**config.mk**
```make
export PLATFORM = sky130hd
export DESIGN_NAME = demorgan_sweep_ctrl
export DESIGN_NICKNAME = d
export VERILOG_FILES = /design/src/rtl/demorgan_sweep_ctrl.sv
export SDC_FILE = /design/constraint.sdc
export NUM_CORES = 1
export LEC_CHECK = 0
export ABC_AREA = 1
export BUFFER_PORTS_ARGS = -buffer_cell sky130_fd_sc_hd__buf_2
export CAP_MARGIN = 20
export CORE_MARGIN = 5
export CORE_UTILIZATION = 25
export DETAILED_ROUTE_END_ITERATION = 7
export PLACE_DENSITY = 0.46
export SETUP_SLACK_MARGIN = 0.5
export SYNTH_ARGS = -nofsm -noshare
export SYNTH_HDL_FRONTEND = slang
export SYNTH_SLANG_ARGS = --single-unit
```
**constraint.sdc**
```tcl
create_clock -name clk -period 4.4 [get_ports clk]
set_input_delay 0.44 -clock clk [delete_from_list [all_inputs] [get_ports clk]]
set_output_delay 0.44 -clock clk [all_outputs]
set_load 0.02 [all_outputs]
```
**src/rtl/demorgan_sweep_ctrl.sv**
```systemverilog
// demorgan_sweep_ctrl: self-test sequencer for the (~A)&(~B) De Morgan datapath.
// Sweeps every {A,B} operand pair, compares the sampled result against ~(A|B),
// counts mismatches and records the first failing vector.
// Optional feature macro: STOP_ON_FAIL_EN (end the sweep at the first mismatch).
module demorgan_sweep_ctrl #(
    parameter int unsigned WIDTH = 1,
    parameter int unsigned LAT   = 1,
    parameter int unsigned CNTW  = 9
) (
    input  logic                 clk,
    input  logic                 reset,
    input  logic                 start,
    output logic [WIDTH-1:0]     dp_a,
    output logic [WIDTH-1:0]     dp_b,
    input  logic [WIDTH-1:0]     dp_result,
    output logic                 busy,
    output logic                 done,
    output logic [CNTW-1:0]      err_count,
    output logic [2*WIDTH-1:0]   fail_vec,
    output logic                 pass
);

    localparam int unsigned VW  = 2 * WIDTH;
    localparam int unsigned WCW = 4;

    typedef enum logic [2:0] {
        IDLE,
        DRIVE,
        WAIT,
        CHECK,
        DONE
    } stateT;

    stateT            state, stateNxt;
    logic [VW-1:0]    vec, vecNxt;
    logic [WCW-1:0]   waitCnt, waitCntNxt;
    logic [WIDTH-1:0] dpANxt, dpBNxt;
    logic             busyNxt, doneNxt, passNxt;
    logic [CNTW-1:0]  errNxt, errInc;
    logic [VW-1:0]    failNxt;
    logic [WIDTH-1:0] golden;
    logic             mismatch;
    logic             lastVec;

    // Golden reference and compare against the sampled datapath result
    assign golden   = ~(dp_a | dp_b);
    assign mismatch = (dp_result != golden);

    // State and result registers
    always_ff @(posedge clk) begin
        if (reset) begin
            state     <= IDLE;
            vec       <= '0;
            waitCnt   <= '0;
            dp_a      <= '0;
            dp_b      <= '0;
            busy      <= 1'b0;
            done      <= 1'b0;
            err_count <= '0;
            fail_vec  <= '0;
            pass      <= 1'b0;
        end else begin
            state     <= stateNxt;
            vec       <= vecNxt;
            waitCnt   <= waitCntNxt;
            dp_a      <= dpANxt;
            dp_b      <= dpBNxt;
            busy      <= busyNxt;
            done      <= doneNxt;
            err_count <= errNxt;
            fail_vec  <= failNxt;
            pass      <= passNxt;
        end
    end

    // Next-state and next-output logic
    always_comb begin
        stateNxt   = state;
        vecNxt     = vec;
        waitCntNxt = waitCnt;
        dpANxt     = dp_a;
        dpBNxt     = dp_b;
        busyNxt    = busy;
        doneNxt    = done;
        errNxt     = err_count;
        failNxt    = fail_vec;
        passNxt    = pass;
        errInc     = err_count;
        lastVec    = 1'b0;

        case (state)
            IDLE, DONE: begin
                if (start) begin
                    stateNxt = DRIVE;
                    vecNxt   = '0;
                    errNxt   = '0;
                    failNxt  = '0;
                    doneNxt  = 1'b0;
                    passNxt  = 1'b0;
                    busyNxt  = 1'b1;
                end
            end
            DRIVE: begin
                dpANxt     = vec[VW-1:WIDTH];
                dpBNxt     = vec[WIDTH-1:0];
                waitCntNxt = WCW'(LAT - 1);
                stateNxt   = WAIT;
            end
            WAIT: begin
                if (waitCnt == '0) begin
                    stateNxt = CHECK;
                end else begin
                    waitCntNxt = waitCnt - WCW'(1);
                end
            end
            CHECK: begin
                if (mismatch) begin
                    // Saturating count; an empty count means this is the first failure
                    if (err_count != '1) begin
                        errInc = err_count + CNTW'(1);
                    end
                    if (err_count == '0) begin
                        failNxt = vec;
                    end
                end
                errNxt = errInc;
`ifdef STOP_ON_FAIL_EN
                lastVec = (vec == '1) || mismatch;
`else
                lastVec = (vec == '1);
`endif
                if (lastVec) begin
                    stateNxt = DONE;
                    busyNxt  = 1'b0;
                    doneNxt  = 1'b1;
                    passNxt  = (errInc == '0);
                end else begin
                    vecNxt   = vec + VW'(1);
                    stateNxt = DRIVE;
                end
            end
            default: begin
                stateNxt = IDLE;
            end
        endcase
    end

endmodule
```
* Word-level counts from Yosys, hierarchy flattened *
Cells that the tools add are included.

storage, ports and cells
  register bits after elaboration = 25
  input bits = 4
  logic and storage cells = 67

cells by class
  add/sub/neg operators = 3
  eq/ne operators = 14
  reduce and logical (&&, ||, !) cells = 13
  muxes and demuxes = 25
  bitwise gates (word level) = 2

operators by type and width
  kind                   count
  $mux W9                4
  $logic_not A9 Y1       2
  $pmux W9 S2            1
  $ne A2 B2 Y1 const B   7
  $pmux W3 S4            1
  $add A9 B1 Y9 const B  1
  $mux W3                3
  $ne A9 B9 Y1 const B   1
  $mux W2                4
  $pmux W2 S2            2
  $pmux W4 S2            1
  $eq A3 B2 Y1 const B   2
  $pmux W1 S2            3
  $reduce_and A2 Y1      3
  $reduce_and A3 Y1      2
  $mux W1                5
  $logic_not A4 Y1       1
  $mux W4                1
  $reduce_and A4 Y1      1
  $reduce_bool A2 Y1     2
  $sub A4 B1 Y4 const B  1
  $eq A3 B1 Y1 const B   1
  $eq A3 B3 Y1 const B   1
  $logic_not A3 Y1       1
  other kinds (6)        6

* Depth between registers and ports, before layout *
Gate-level depths: netlist of the first run.

  depth in word-level cells = 8
  depth in mapped cells = 11
  gate-level depth less buffers = 11

* Least setup slack after synthesis of the first run *
OpenSTA, ideal clock, no wires.

  kind = reg2reg
  start = reg err_count[0]
  end = reg pass
  arrival time = 1.542 ns
  setup slack = 2.790 ns
  cell stages (with the launch flop) = 12
  setup time = 0.067 ns
  data required time = 4.333 ns
  cells stage by stage = dfxtp_1 ha_1 nand3_1 inv_2 nand3_4 nand2_2 nand2_1 nand2_1 nand2_1 nor2_1 nand3_1 a21oi_2

between the ends
  longest elaborated chain between the ends = 7
  elaborated cells between the ends (all ways) = 8
  classes of those cells = 1 x add/sub; 1 x eq/ne; 5 x mux; 1 x reduce/logical

ends and longest elaborated chain
  item                                           line      text
  start, declared                                18        output logic [CNTW-1:0] err_count,
  start signal, assigned                         70        err_count <= errNxt;
  $add A9 B1 Y9 or $ne A9 B9 Y1 (tied branches)  120, 119
  $mux W9                                        119       if (err_count != '1) begin
  $mux W9 *                                      117       if (mismatch) begin
  $mux W9 *                                      91        case (state)
  $logic_not A9 Y1 *                             136       passNxt = (errInc == '0);
  $mux W1 *                                      132       if (lastVec) begin
  $pmux W1 S2 *                                  91
  end signal, assigned                           72        pass <= passNxt;
  end, declared                                  20        output logic pass

Every way passes the cells marked *; elsewhere a longest branch is shown, timed or not. The select of a mux whose other input is x is not followed.
A chain may end at the register's enable or synchronous reset.

* Worst setup path in the final report of the first run *
  start = reg state[1]
  end = reg pass

between the ends
  longest elaborated chain between the ends = 4
  elaborated cells between the ends (all ways) = 9
  classes of those cells = 4 x eq/ne; 1 x mux; 4 x reduce/logical

ends and longest elaborated chain
  item                                                                 line  text
  start, declared                                                      34    stateT state, stateNxt;
  start signal, assigned                                               63    state <= stateNxt;
  $eq A3 B3 Y1 or $logic_not A3 Y1 (tied branches)                     91
  $reduce_or A2 Y1                                                     91
  $ne A2 B2 Y1 (no source line) or $reduce_bool A2 Y1 (tied branches)  -
  $reduce_and A3 Y1 (no source line)                                   -

Several ways; a longest one is shown, not always the timed one.

==> results of run 1 <==
routing by layer:
layer,up-vias,part of all wire (%),global-route usage [%]
met2,16,44,15.7
met3,2,3.5,1.96
li1,727,-,-
met4,0,0.77,3.45
met1,578,51,13.6
met5,-,0,0
power groups by stage:
stage	Clock (mW)	Sequential (mW)	Combinational, mW
6_report	0.139	0.278	0.207
4_1_cts	0.144	0.278	0.210
3_3_place_gp	0	0.283	0.210
2_1_floorplan	0	0.286	0.151
5_1_grt	0.151	0.283	0.238
3_5_place_dp	0	0.282	0.209
layout make-up:
cell class | instances | area share [%]
well taps | 72 | 5.65
flip-flops and latches | 25 | 31.4
clock buffers | 4 | 2.82
inverters | 23 | 5.57
repair buffers | 19 | 5.96
multi-input cells | 157 | 48.6
cells in the mapped netlist (3+ instances only):
| cell | instances | area, um^2 |
|---|---|---|
| clkbuf_1 | 3 | 11.3 |
| nand4_1 | 4 | 25.0 |
| ha_1 | 4 | 50.1 |
| nor3_1 | 6 | 30.0 |
| a21oi_1 | 18 | 90.1 |
| nand3_1 | 20 | 100 |
| inv_1 | 20 | 75.1 |
| nor2_1 | 21 | 78.8 |
| o21ai_1 | 3 | 15.0 |
| nand2_2 | 3 | 18.8 |
| dfxtp_1 | 25 | 500 |
| nand2_1 | 57 | 214 |
| o21ai_0 | 6 | 30.0 |
kinds of logic (layout without fill, tap and decap cells):
group | after synthesis | after routing
DFF | 25 | 25
and+or+nand+nor | 120 | 120
AOI/OAI and AO/OA | 33 | 33
buffers and inverters | 27 | 46
adders and majority gates | 4 | 4
sequential cells by signal, summed over array words and instances, names as in the netlist:
name / cells
err_count: 9
waitCnt: 4
state: 3
fail_vec: 2
vec: 2
busy: 1
done: 1
dp_a: 1
dp_b: 1
pass: 1
worst max-delay path: cells and delay by family, from the launching register on:
| kind | cells | cell delay, ns |
|---|---|---|
| AND/OR/NAND/NOR | 4 | 1.03 |
| flip-flops | 1 | 0.39 |
| AO/OA/AOI/OAI | 2 | 0.24 |
| buffers and inverters | 1 | 0.23 |
worst max-delay path by stage:
stage | end | slack, ns | depth (start not counted)
2_1_floorplan | pass | 2.79 | 11
3_3_place_gp | pass | 2.46 | 8
3_5_place_dp | pass | 2.39 | 7
4_1_cts | pass | 2.38 | 7
5_1_grt | done | 2.16 | 7
6_report | pass | 2.39 | 7
==> run_results.csv, run 1 <==
group,metric,value,unit
setup_path,startpoint,"state[1]",
placed_design,io_buffers,19,
pwr,power_density,391,nW/um^2
cells_and_area,post-route-util,29.3,%
yosys,synth_top_flop_cell,"dfxtp_1",
placed_design,dpl.hpwl,2630,um
yosys,netlist_area,1380,um^2
setup_path,slowest_stage,"nor2_1",
worst_hold_path,whs_endpoint,"fail_vec[0]",
cells_and_area,fin_area,1600,um^2
clock_network,postCtsResizedCells,0,
route,avgRoutedWirePerCell,11.7,um
flow_run,maxCapViolCount,0,
grt,antenna_found_initial,0,
cells_and_area,antennaDiodeCount,0,
setup_path,crit_path_cell_trace,"nand2_1, nor2_1, inv_1, nand2_1, o21ai_0, nand2_1, a21oi_2",
yosys,synth_top_family_by_area,"simple AND/OR/NAND/NOR gates",
yosys,synthMuxAreaShare,0,%
pwr,power.leakage,0.679,nW
route,drc,0,
clock_network,clock-sinks,25,
cells_and_area,fin_nets,237,
floorplan,die_x,84.3,um
worst_hold_path,hold_path_startpoint,"fail_vec[0]",
route,antenna_left,0,
clock_network,numCtsBuffers,3,
timing,max_freq,498,MHz
route,dr_total_vias,1323,
grt,overflow,0,
worst_hold_path,min_path_cells,2,
floorplan,ios,20,
placed_design,place_inst,296,
pwr,internal_power,382,uW
timing,min_period,2.01,ns
setup_path,crit_arrival,2.16,ns
clock_network,cts_buffer_depth,2,
cells_and_area,mostFrequentLayoutCells,"nand2_1, dfxtp_1, nor2_1",
setup_path,required,4.55,ns
timing,rsz0062_at_grt,"false",
clock_network,insertion_delay,0.27,ns
route,drt-pass1-iter-count,4,
floorplan,initial_core_util,25.4,%
yosys,synth_cell_types,28,
floorplan,dieArea,7110,um^2
pwr,comb_power_share,33.1,%
yosys,synth_fa_ha_area_share,3.62,%
clock_network,cts_setup_buffers,0,
setup_path,r2r-end,"pass",
setup_path,ff2ff_path_depth,7,
yosys,yosysWarnings,0,
clock_network,cts_root_buf,"clkbuf_8",
pwr,p_switching,241,uW
setup_path,crit_path_end_kind,"flop",
timing,tns,0,ns
timing,fin_ws,2.39,ns
pwr,power.share.switching,38.7,%
yosys,synth_area_per_cell,6.61,um^2
setup_path,slowest_delay,0.60,ns
clock_network,clkSlewWorstSetupHoldPaths,0.09,ns
setup_path,criticalPathCategory,"reg -> reg",
placed_design,gp_congestion,0.793,
cells_and_area,drive_gt1_share,14.5,%
status,outcome,"complete, no violations",
setup_path,critPathLaunchType,"flop",
setup_path,rr_startpoint,"state[1]",
worst_hold_path,hold_class,"reg -> reg",
timing,slew_viol_final,0,
yosys,synth_edf_count,0,
timing,layout_worst_path_cycle_share,45.6,%
floorplan,die_h,84.3,um
grt,grt_start_max_net_pins,21,
yosys,syn_inst,209,
setup_path,crit_fanout,12,
floorplan,coreArea,5440,um^2
pwr,p_seq_share,44.6,%
cells_and_area,nFillCells,601,
route,drt_iter0_markers,65,
clock_network,htree_levels,1,
placed_design,post_dp_cell_area,1550,um^2
cells_and_area,instances_no_fill,300,
yosys,synth-xor-area-share,0,%
setup_path,cp_common_cell,"nand2_1",
timing,finalSetupViolations,0,
cells_and_area,multi_input_area,776,um^2
grt,gr-usage-all-layers,9.97,%
cells_and_area,mostFrequentLayoutCell,"nand2_1",
timing,clock_skew,0.00214,ns
route,vias_per_cell,4.41,
route,wl,3500,um
yosys,ys_seq_area_share,36.2,%
yosys,async_flop_share,0,%
timing,timing.hold.ws,0.461,ns
floorplan,rows,27,
clock_network,cts_tree,"done",
placed_design,preCtsSetupSlack,2.39,ns
setup_path,r2r_slack,2.39,ns
pwr,peakVddDrop,107,uV
grt,grt_pass1_wl,5840,um
pwr,power_frac_clock,22.3,%
grt,grt_pass1_vias,1203,
cells_and_area,area_growth,15.5,%
pwr,total_power,623,uW
yosys,syn_nets,217,
cells_and_area,layout.area.seq,500,um^2
yosys,synth_compound_area_share,13.0,%
yosys,synth-simple-area-share,39.5,%
clock_network,cts_hold_buf,0,
timing,tightest_slew,0.786,ns
timing,final_hold_viol_count,0,
yosys,synth_seq_cells,25,
timing,relSlewSlack,47.4,%
(Power assumes the default switching activity.)
==> run 2: changes to the inputs <==
Clock period 4.4 ns to 2.05 ns, I/O delays scaled along.
==> run 2 against run 1 <==
Highest routed layer unchanged; via count is 8.9% higher; combinational power rose to 2.5 times the previous value; maximum frequency up 31%; power up 130%; sequential share of layout area shrank 2.7 points; sequential power rose by 120%; count of clock-buffer cells in the layout fell by 1.
==> run_results.csv, run 2 (synthesized netlist as in run 1, its figures left out) <==
group,metric,value,unit
status,outcome,"complete, no violations",
cells_and_area,mostFrequentLayoutCell,"nand2_1",
grt,grt_start_max_net_pins,21,
setup_path,criticalPathCategory,"reg -> reg",
timing,layout_worst_path_cycle_share,74.7,%
worst_hold_path,hold_class,"in -> reg",
grt,gr-usage-all-layers,10.7,%
route,wl,3780,um
worst_hold_path,hold_path_startpoint,"start",
route,drt_iter0_markers,49,
setup_path,crit_arrival,1.73,ns
setup_path,crit_path_end_kind,"flop",
route,drc,0,
timing,rsz0062_at_grt,"true",
floorplan,ios,20,
clock_network,cts_root_buf,"clkbuf_8",
setup_path,critPathLaunchType,"flop",
cells_and_area,area_growth,30.4,%
route,avgRoutedWirePerCell,12.1,um
grt,grt_pass1_wl,6390,um
route,antenna_left,0,
cells_and_area,drive_gt1_share,28.3,%
timing,min_period,1.53,ns
setup_path,crit_fanout,8,
timing,relSlewSlack,72.4,%
timing,fin_ws,0.518,ns
floorplan,coreArea,5440,um^2
setup_path,startpoint,"err_count[5]",
setup_path,rr_startpoint,"err_count[5]",
clock_network,insertion_delay,0.27,ns
clock_network,htree_levels,1,
cells_and_area,instances_no_fill,312,
floorplan,die_h,84.3,um
timing,max_freq,653,MHz
floorplan,dieArea,7110,um^2
placed_design,place_inst,298,
pwr,peakVddDrop,328,uV
placed_design,io_buffers,19,
pwr,power.leakage,0.770,nW
cells_and_area,fin_nets,249,
timing,clock_skew,0.0111,ns
clock_network,numCtsBuffers,3,
clock_network,clock-sinks,25,
setup_path,required,2.25,ns
placed_design,gp_congestion,0.819,
route,drt-pass1-iter-count,4,
cells_and_area,antennaDiodeCount,0,
floorplan,die_x,84.3,um
floorplan,initial_core_util,25.4,%
grt,antenna_found_initial,0,
timing,tns,0,ns
cells_and_area,regMostFlops,"err_count",
timing,tightest_slew,0.413,ns
route,vias_per_cell,4.62,
grt,overflow,0,
route,dr_total_vias,1441,
placed_design,post_dp_cell_area,1570,um^2
cells_and_area,top_regs,"err_count: 9 flops, waitCnt: 4 flops, state: 3 flops",
clock_network,cts_buffer_depth,2,
flow_run,maxCapViolCount,0,
clock_network,cts_tree,"done",
placed_design,dpl.hpwl,2730,um
cells_and_area,largest_reg_flops,9,
clock_network,clkSlewWorstSetupHoldPaths,0.10,ns
grt,grt_pass1_vias,1398,
floorplan,rows,27,
placed_design,preCtsSetupSlack,0.461,ns
cells_and_area,fin_area,1800,um^2
pwr,power_density,792,nW/um^2
timing,finalSetupViolations,0,
cells_and_area,mostFrequentLayoutCells,"nand2_1, inv_1, nor2_1, buf_2, a21oi_1",
timing,final_hold_viol_count,0,
timing,slew_viol_final,0,
==> run 2: cell types whose count changed in the layout (fill, tap and decap cells not counted), sizes merged <==
cell | previous run | this run
buf | 19 | 31
clkbuf | 4 | 3
clkinvlp | 0 | 1
==> run 2: path summary, 6_finish.rpt <==
check | slack (ns) | end | cells past startpoint
worst max-delay path | 0.52 | pass | 10
worst max register to register | 0.52 | pass | 10
worst min register to register | 0.47 | fail_vec[0] | 2
worst min-delay path | 0.26 | state[2] | 4
==> run 2: layout make-up <==
cell class / instances / area [um^2]
fillers: 612 / 3640
multi-input cells: 157 / 858
flip-flops and latches: 25 / 517
repair buffers: 31 / 196
inverters: 23 / 91.3
well taps: 72 / 90.1
clock buffers: 3 / 41.3
clock inverters: 1 / 7.51
==> run 2: what timing repair did <==
item	CTS	global route
pin swaps	1	10
setup buffers	3	7
endpoints found under the hold margin	0	0
hold buffers	0	0
endpoints found under the setup margin	2	18
resized for setup	5	27
==> run 2: metrics by stage <==
step	utilization [%]	hold slack, ns	power [mW]
after floorplan	-	0.374	0.939
after global placement	28.8	0.454	1.06
after detailed placement	28.8	0.457	1.06
after CTS	30.3	0.245	1.37
after global routing	33.1	0.278	1.54
final	33.1	0.256	1.43
==> run 2: power by group <==
part	switching [mW]	internal (mW)	total, mW	leakage (nW)
clock network	0.161	0.138	0.299	0.0217
logic	0.343	0.183	0.526	0.540
registers	0.0574	0.545	0.602	0.208
total	0.561	0.865	1.43	0.770
==> run 2: critical path, cell delays in order (launching register included) <==
cell,delay [ns]
dfxtp_2,0.42
nand2_2,0.12
nor2_4,0.14
nand3_4,0.14
nand2_2,0.11
nand2_1,0.07
nand2_1,0.07
nand2_1,0.06
nor2_1,0.10
nand3_1,0.10
a21oi_2,0.13
==> run 2: metal layers <==
layer | vias to the layer above | global-route usage (%) | wire (um)
li1 | 750 | - | -
met1 | 654 | 14.6 | 1890
met2 | 35 | 16.6 | 1680
met3 | 2 | 2.36 | 190
met4 | 0 | 3.88 | 27
met5 | - | 0 | 0
==> run 3: changes to the inputs <==
Settings changed: PLACE_DENSITY 0.46 to 0.48.
Clock period 2.05 ns to 1.4 ns, I/O delays scaled along.
==> run 3 against run 2 <==
The run now ends with negative setup slack left; core utilization up 14 points; via count is 17% higher; count of clock-buffer cells in the layout unchanged; highest routed layer unchanged.
==> run_results.csv, run 3 (synthesized netlist as in run 1, its figures left out) <==
group,metric,value,unit
status,outcome,"finished, violations left",
status,failed_checks,"negative setup slack",
clock_network,insertion_delay,0.27,ns
clock_network,clock-sinks,25,
route,drt-pass1-iter-count,4,
timing,final_hold_viol_count,0,
cells_and_area,fin_nets,294,
grt,antenna_found_initial,0,
clock_network,cts_root_buf,"clkbuf_8",
clock_network,cts_buffer_depth,2,
grt,grt_start_max_net_pins,15,
cells_and_area,nFillCells,536,
route,drc,0,
floorplan,die_x,84.3,um
timing,max_freq,686,MHz
placed_design,io_buffers,19,
pwr,peakVddDrop,730,uV
clock_network,cts_hold_buf,0,
flow_run,maxCapViolCount,0,
route,antenna_left,0,
floorplan,ios,20,
timing,tns,-0.0838,ns
placed_design,post_dp_cell_area,1820,um^2
placed_design,gp_congestion,0.814,
clock_network,numCtsBuffers,3,
clock_network,cts_tree,"done",
timing,slew_viol_final,0,
timing,layout_worst_path_cycle_share,104,%
cells_and_area,drive_gt1_share,59.6,%
floorplan,die_h,84.3,um
setup_path,criticalPathCategory,"reg -> reg",
timing,relSlewSlack,78.1,%
pwr,total_power,2.97,mW
setup_path,required,1.62,ns
cells_and_area,mostFrequentLayoutCells,"nand2_1, buf_4, buf_6",
timing,clock_skew,0.00184,ns
pwr,power.leakage,1.04,nW
floorplan,dieArea,7110,um^2
floorplan,initial_core_util,25.4,%
setup_path,crit_fanout,4,
floorplan,coreArea,5440,um^2
timing,fin_ws,-0.0573,ns
setup_path,crit_path_end_kind,"flop",
timing,min_period,1.46,ns
setup_path,crit_arrival,1.68,ns
cells_and_area,mostFrequentLayoutCell,"nand2_1",
route,drt_iter0_markers,78,
cells_and_area,regMostFlops,"err_count",
pwr,power_density,1160,nW/um^2
cells_and_area,top_regs,"err_count: 9 flops, waitCnt: 4 flops, state: 3 flops",
route,wl,4810,um
timing,timing.hold.ws,0.195,ns
cells_and_area,area_growth,86.1,%
floorplan,rows,27,
clock_network,clkSlewWorstSetupHoldPaths,0.10,ns
route,vias_per_cell,4.71,
route,dr_total_vias,1682,
timing,rsz0062_at_grt,"true",
setup_path,critPathLaunchType,"flop",
cells_and_area,largest_reg_flops,9,
cells_and_area,fin_area,2570,um^2
worst_hold_path,hold_class,"in -> reg",
route,avgRoutedWirePerCell,13.5,um
cells_and_area,antennaDiodeCount,0,
timing,finalSetupViolations,3,
grt,grt_pass1_vias,1682,
cells_and_area,post-route-util,47.3,%
timing,tightest_slew,0.326,ns
grt,overflow,0,
placed_design,dpl.hpwl,2990,um
grt,gr-usage-all-layers,13.0,%
clock_network,htree_levels,1,
grt,grt_pass1_wl,7650,um
## run 3: cell types whose count changed in the layout (fill, tap and decap cells not counted), sizes merged
cell    before  now
buf         31   75
inv         23   22
clkinv       0    2
## run 3: stage by stage
stage / instances / setup WS, ns
after floorplan: 209 / 0.0410
after global placement: 319 / -0.0722
after detailed placement: 319 / -0.0683
after CTS: 341 / -0.0417
after global routing: 357 / -0.170
final: 357 / -0.0573
## run 3: cell type report
cell class | count | area (um^2) | area share [%]
multi-input cells | 157 | 1090 | 42.4
clock buffers | 3 | 41.3 | 1.61
repair buffers | 75 | 668 | 26.0
repair inverters | 1 | 3.75 | 0.146
clock inverters | 1 | 5.00 | 0.195
well taps | 72 | 90.1 | 3.50
flip-flops and latches | 25 | 559 | 21.8
inverters | 23 | 113 | 4.38
## run 3: final timing paths
kind | from | to | slack (ns) | cells after the start
max | err_count[1] | pass | -0.06 | 9
max reg2reg | err_count[1] | pass | -0.06 | 9
min | start | state[2] | 0.20 | 4
min reg2reg | done | done | 0.47 | 2
## run 3: power by group
part / switching (mW) / total, mW / internal (mW)
logic: 0.837 / 1.59 / 0.752
clock network: 0.258 / 0.458 / 0.200
registers: 0.125 / 0.924 / 0.799
## run 3: what timing repair did
action                                  in CTS  in global routing
pin swaps                                   29                 27
endpoints found under the setup margin      41                 40
buffers inserted                            17                 16
resized for setup                           92                 40
cloned                                       1                  0
## run 3: critical path: stages (launching register included)
cell and delay [ns]:
dfxtp_4 0.38, buf_4 0.11, inv_1 0.05, ha_1 0.25, nand3b_1 0.17, nand2_1 0.08, nand2_1 0.05, nor2_1 0.10
nand3_1 0.09, a21oi_2 0.12
## run 3: layer usage
| layer | vias up | global-route usage, % | routed length (um) |
|---|---|---|---|
| met5 | - | 0 | 0 |
| met4 | 0 | 3.88 | 106 |
| met3 | 8 | 1.77 | 117 |
| met2 | 24 | 23.0 | 2420 |
| met1 | 803 | 16.3 | 2160 |
| li1 | 847 | - | - |
